--- src/rtl/touch_spi_responder.sv ---
// touch_spi_responder: touch-controller side of the touch SPI link, returning channel samples for captured commands.
module touch_spi_responder #(
  parameter int SAMPLE_W = 12,
  parameter int RESP_W = 16
) (
  input  logic                clk_1MHz,
  input  logic                rst_n,
  input  logic                i_cs,
  input  logic                i_sck,
  input  logic                i_sdi,
  output logic                o_sdo,
  output logic                o_irq,
  input  logic                i_touch,
  input  logic [SAMPLE_W-1:0] x_val,
  input  logic [SAMPLE_W-1:0] y_val,
  input  logic [SAMPLE_W-1:0] z1_val,
  input  logic [SAMPLE_W-1:0] z2_val,
  output logic [7:0]          cmd_out,
  output logic                cmd_valid,
  output logic                cmd_err,
  output logic                busy
);
  typedef enum logic [1:0] {IDLE, CMD, RESP, DONE} state_t;
  localparam int CW = $clog2(RESP_W + 1);
  state_t state, state_d;
  logic sck_prev, irq_q, rise, fall, last_cmd, last_resp;
  logic [CW-1:0] cnt;
  logic [6:0] cmd_sr;
  logic [7:0] cmd_full;
  logic [SAMPLE_W-1:0] sample;
  logic [RESP_W-1:0] resp, word;
  assign o_irq = i_cs ? irq_q : 1'b1;
  always_comb begin
    rise = i_sck & ~sck_prev & ~i_cs;
    fall = ~i_sck & sck_prev & ~i_cs;
    // the 8th bit is still on i_sdi while the full command is evaluated
    cmd_full = {i_sdi, cmd_sr};
    sample = cmd_full[6:4] == 3'b101 ? x_val :
             cmd_full[6:4] == 3'b001 ? y_val :
             cmd_full[6:4] == 3'b011 ? z1_val :
             cmd_full[6:4] == 3'b100 ? z2_val : '0;
    word = !cmd_full[7] ? '0 :
           cmd_full[3] ? RESP_W'(sample[SAMPLE_W-1 -: 8]) << (RESP_W - 9) :
                         RESP_W'(sample) << (RESP_W - 1 - SAMPLE_W);
    last_cmd = rise && cnt == CW'(7);
    last_resp = fall && cnt == CW'(RESP_W);
    state_d = state;
    case (state)
      IDLE: state_d = i_cs ? IDLE : CMD;
      CMD:  state_d = i_cs ? IDLE : last_cmd ? RESP : CMD;
      RESP: state_d = i_cs ? IDLE : last_resp ? DONE : RESP;
      DONE: state_d = i_cs ? IDLE : DONE;
      default: state_d = IDLE;
    endcase
  end
  always_ff @(posedge clk_1MHz or negedge rst_n) begin
    if (!rst_n) begin
      state <= IDLE;
      sck_prev <= 1'b0;
      irq_q <= 1'b1;
      o_sdo <= 1'b0;
      cmd_out <= '0;
      cmd_valid <= 1'b0;
      cmd_err <= 1'b0;
      busy <= 1'b0;
      cnt <= '0;
      cmd_sr <= '0;
      resp <= '0;
    end else begin
      state <= state_d;
      sck_prev <= i_sck;
      irq_q <= ~i_touch;
      cmd_valid <= 1'b0;
      cmd_err <= 1'b0;
      case (state)
        IDLE: begin
          o_sdo <= 1'b0;
          busy <= ~i_cs;
          cnt <= '0;
          cmd_sr <= '0;
        end
        CMD:
          if (i_cs) busy <= 1'b0;
          else if (rise) begin
            cmd_sr <= {i_sdi, cmd_sr[6:1]};
            cnt <= last_cmd ? '0 : cnt + 1'b1;
            if (last_cmd) begin
              cmd_out <= cmd_full;
              cmd_valid <= 1'b1;
              cmd_err <= ~i_sdi;
              resp <= word;
            end
          end
        RESP:
          if (i_cs) begin
            busy <= 1'b0;
            o_sdo <= 1'b0;
          end else if (fall) begin
            o_sdo <= last_resp ? 1'b0 : resp[RESP_W-1];
            resp <= resp << 1;
            cnt <= cnt + 1'b1;
          end
        default: begin
          o_sdo <= 1'b0;
          busy <= ~i_cs;
        end
      endcase
    end
  end
endmodule

--- config.mk ---
export PLATFORM = sky130hd
export DESIGN_NAME = touch_spi_responder
export DESIGN_NICKNAME = d
export VERILOG_FILES = /design/src/rtl/touch_spi_responder.sv
export SDC_FILE = /design/constraint.sdc
export NUM_CORES = 1
export LEC_CHECK = 0
export ABC_AREA = 0
export BUFFER_PORTS_ARGS = -buffer_cell sky130_fd_sc_hd__buf_2
export CAP_MARGIN = 5
export CELL_PAD_IN_SITES_DETAIL_PLACEMENT = 1
export CELL_PAD_IN_SITES_GLOBAL_PLACEMENT = 1
export CORE_ASPECT_RATIO = 0.9
export CORE_MARGIN = 4
export CORE_UTILIZATION = 43
export DETAILED_ROUTE_END_ITERATION = 8
export PLACE_DENSITY = 0.86
export SKIP_CTS_REPAIR_TIMING = 1
export SLEW_MARGIN = 20
export SYNTH_ARGS = -nofsm -noshare
export SYNTH_HDL_FRONTEND = slang
export SYNTH_SLANG_ARGS = --single-unit
--- constraint.sdc ---
create_clock -name clk_1MHz -period 2.92 [get_ports clk_1MHz]
set_clock_uncertainty 0.05 [all_clocks]
set_input_delay 0.438 -clock clk_1MHz [delete_from_list [all_inputs] [get_ports clk_1MHz]]
set_output_delay 0.438 -clock clk_1MHz [all_outputs]
set_load 0.01 [all_outputs]
# == Word-level counts from Yosys, hierarchy flattened ==
# Index checks and enable logic that the tools add are counted.
# word_totals
register_bits,44
inputBits,54
output_inout_bits,13
# classes
reduce_logical,12
n_bitwise,10
eq_ne,16
muxes,43
addsub,1
# ops
cell,n
$mux W16,5
$mux W12,4
$pmux W16 S2,1
$mux W5,5
$mux W7,3
$mux W1,16
$mux W15,1
$pmux W5 S3,1
$pmux W7 S2,1
$ne A2 B2 Y1 const B,5
$mux W2,4
$pmux W2 S4,1
$eq A3 B3 Y1 const B,2
$not A1 Y1,6
$reduce_and A6 Y1,1
$add A5 B1 Y5 const B,1
$eq A5 B3 Y1 const B,1
$eq A5 B5 Y1 const B,1
$reduce_and A5 Y1,1
$and A1 B1 Y1,4
$eq A2 B2 Y1 const B,2
$reduce_and A4 Y1,1
$reduce_bool A2 Y1,2
$eq A3 B1 Y1 const B,1
11 further kinds,12

# == Depth between registers and ports, before layout ==
# logic_depth
depth_word,11
mapped_depth,8
mapped_depth_nobuf,6

# == Worst setup path before layout ==
# OpenSTA, ideal clock, no wires.
# synth_timing
kind,reg2reg
from,register state[0]
to,register resp[10]
stages_incl_launch_ff,9
period_less_slack_ps,2006
setup_ps,125
arrival_ps,1831
path_slack_ps,914
path_cell_list,dfrtp_1 -> inv_1 -> ha_1 -> buf_2 -> and4bb_2 -> a21oi_2 -> nor2_1 -> buf_6 -> mux2_2
# synth_via
elab_chain_cells,3
elab_cells_between_ends,10
# synth_lines
element,line_no,source
start: declaration,25,"state_t state, state_d;"
start signal: assignment,70,state <= state_d;
$eq A2 B1 Y1 or $eq A2 B2 Y1 (tied branches),75,case (state)
$ne A2 B2 Y1 (no line) or $reduce_bool A2 Y1 (tied branches),n/a,
$reduce_and A6 Y1 (no line),n/a,
end signal: assignment,91,resp <= word;
end signal: assignment,100,resp <= resp << 1;
end: declaration,31,"logic [RESP_W-1:0] resp, word;"
# Several ways; a longest one is shown, not always the timed one.
# A chain may end at the register's enable or synchronous reset.

# == Worst setup path after layout ==
# layout_timing
from,register state[0]
to,register resp[3]
# The elaborated chain is that of the path after synthesis.

==> out/metrics.yaml <==
status:
  outcome: "finished, final reports clean"
power_and_ir_drop:
  power.leakage_nw: 1.363
  ir_worst_vdd_mv: 0.2749
  p_per_area_mw_per_mm2: 406.9
  p_total_mw: 1.178
sta:
  finalWorstSetupSlack_ns: 0.4312
  fin_crit_ns: 2.489
  clock.fmax_ghz: 0.4018
  drv_slew: 0
  timing.final.crit_share: 0.8523
  rsz0062_at_grt: "no"
  tightest_slew_ns: 0.9149
  setup_tns_ns: 0
  setup_viol: 0
  slew_headroom: 0.3900
  hold_violations: 0
synthesis:
  synth_top_cell_by_area: "dfrtp_1"
  ys_ff_latch: 41
  yosys_warnings: 0
  synthesis.instances: 240
  synth_top_area_frac: 0.4126
  syn_area_per_cell_sq_um: 10.11
  synth-main-ff-cell: "dfrtp_1"
  ys_top_cells_by_area: "dfrtp_1 41%, mux2_2 8.8%, ha_1 3.6%, o41ai_1 3.6%, a21oi_1 3.3%"
  synth_edf_count: 0
  synth_nets: 301
  ys_seq_area_frac: 0.4234
  synth.distinct_cells: 40
  synthesis.area_sq_mm: 0.002426
  async_flop_share: 1.000
run:
  max_cap_violations: 0
place:
  dp_hpwl_microns: 5011
  routabilityCongestion: 0.7827
  dp.cells: 360
  place_ws_ns: 0.4441
  portBuffers: 66
worst_setup_path:
  worst_setup_path_start_kind: "flip-flop"
  crit_family: "simple AND/OR/NAND/NOR gates"
  worstPathArrival_ns: 2.60
  max_stage_delay_ns: 0.47
  cp.buffers_inverters: 1
  end_kind: "flip-flop"
  crit_required_ns: 3.03
  crit_chain: "inv_1 -> ha_1 -> nand2b_1 -> nor2_1 -> o21ai_0 -> o41ai_1"
  crit_slowest_cell: "ha_1"
  regToRegSetupSlack_ns: 0.43
  critPathKind: "flip-flop to flip-flop"
  worstPathMaxFanout: 21
route:
  via_count: 2083
  viasPerCell: 5.660
  drt-total-wl_microns: 6730
  firstDrtPassIters: 4
  wl_per_cell_microns: 18.29
  ant_nets: 0
  drt_iter0_markers: 54
  drc: 0
global_routing:
  grt_pass1_vias: 2214
  grt_max_degree: 42
  antenna_found_initial: 0
  grt_pass1_wl_microns: 11180
  grt_usage: 0.2079
  grt_overflow: 0
final_layout:
  num-fill-cells: 647
  mostFrequentLayoutCells: "66 x buf_2, 40 x dfrtp_1, 19 x nand2_1, 19 x mux2_2, 17 x nor2_1"
  n_antenna_cell: 0
  final_core_util: 0.5413
  syn_to_final_growth_pct: 19.34
  final_common_cell: "buf_2"
  layout-drive-gt1-share: 0.3621
  nNetsFinal: 361
  seq_area_sq_mm: 0.001027
  multi_input_area_sq_mm: 0.001264
  layout.cells.non_filler: 368
floorplan:
  row_count: 25
  start_util: 0.4536
  die-area_sq_mm: 0.006909
  die_w_microns: 87.18
  ioPinCount: 67
  core_sq_mm: 0.005349
  die_h_microns: 79.26
clocking:
  clk_pin_slew_ns: 0.08
  clk_latency_ns: 0.30
  cts-root-buf: "clkbuf_8"
  clockBufferDepth: 2
  cts_sinks: 41
  cts_buffers: 5
  cts_tree: "built"
  htree_levels: 2
worst_hold_path:
  hp-class: "input port to flip-flop"
==> cell type report <==
class / count / share of cell area
sequential: 41 / 0.3548
clock buffer: 5 / 0.02377
timing repair buffer: 70 / 0.1245
inverter: 12 / 0.01556
multi-input combinational: 170 / 0.4365
clock inverter: 3 / 0.01599
tap: 67 / 0.02895
==> routing by layer <==
metal | track usage | routed length (microns)
met5 | 0 | 0
met4 | 0.05368 | 71
met3 | 0.04564 | 332
met2 | 0.3278 | 3334
met1 | 0.2887 | 2991
==> cell usage after synthesis (2+ instances only) <==
cell type   n
buf_2       6
nor2b_1     2
o21ai_0    11
mux2_2     19
nor4b_4     2
a2bb2oi_1   8
or2_2       3
clkbuf_1    8
o41ai_1    10
nand3_1     4
nand3b_1    4
o211ai_1    3
nor2_1     17
and4bb_2    3
nand2_1    19
a22o_1      4
a21oi_1    16
dfrtp_1    40
a32o_1      3
mux2i_1     4
nor3b_1     8
nand2b_1    7
inv_1      12
buf_6       2
ha_1        7
nand4b_1    4
==> registers in the layout, indices dropped and copies added, names as in the netlist <==
signal and flops:
busy 1, cmd_err 1, cmd_out 8, cmd_sr 7, cmd_valid 1, cnt 5
irq_q 1, o_sdo 1, resp 13, sck_prev 1, state 2
==> metrics by stage <==
step	area [sq um]	hold WS (ns)
4_1_cts	2895	0.1890
3_5_place_dp	2780	0.4435
5_1_grt	2895	0.1996
2_1_floorplan	2426	0.09241
6_report	2895	0.1930
3_3_place_gp	2780	0.4324
==> final timing paths <==
path	startpoint	endpoint	cells past startpoint
max	state[0]	resp[3]	6
min	i_touch	irq_q	2
max reg2reg	state[0]	resp[3]	6
min reg2reg	cmd_out[5]	cmd_out[5]	1
max in group asynchronous	rst_n	cnt[1]	1
min in group asynchronous	rst_n	cmd_out[3]	1
==> cell families (layout without fill, tap and decap cells) <==
logic type	after synthesis	count (layout)	synth area share
adder cells (fa/ha/maj)	7	7	0.03610
buffers and inverters	29	90	0.05570
multiplexers	23	23	0.1047
AO/OA/AOI/OAI	62	62	0.1805
AND/OR/NAND/NOR	78	78	0.1996
flip-flops	41	41	0.4234
==> where the power goes <==
| group | internal (mW) | total, mW | switching, mW |
|---|---|---|---|
| Combinational | 0.0564 | 0.126 | 0.0700 |
| Clock | 0.256 | 0.470 | 0.214 |
| Sequential | 0.574 | 0.582 | 0.00851 |
| Total | 0.886 | 1.18 | 0.292 |
No activity file was read; power rests on OpenSTA's default activity.
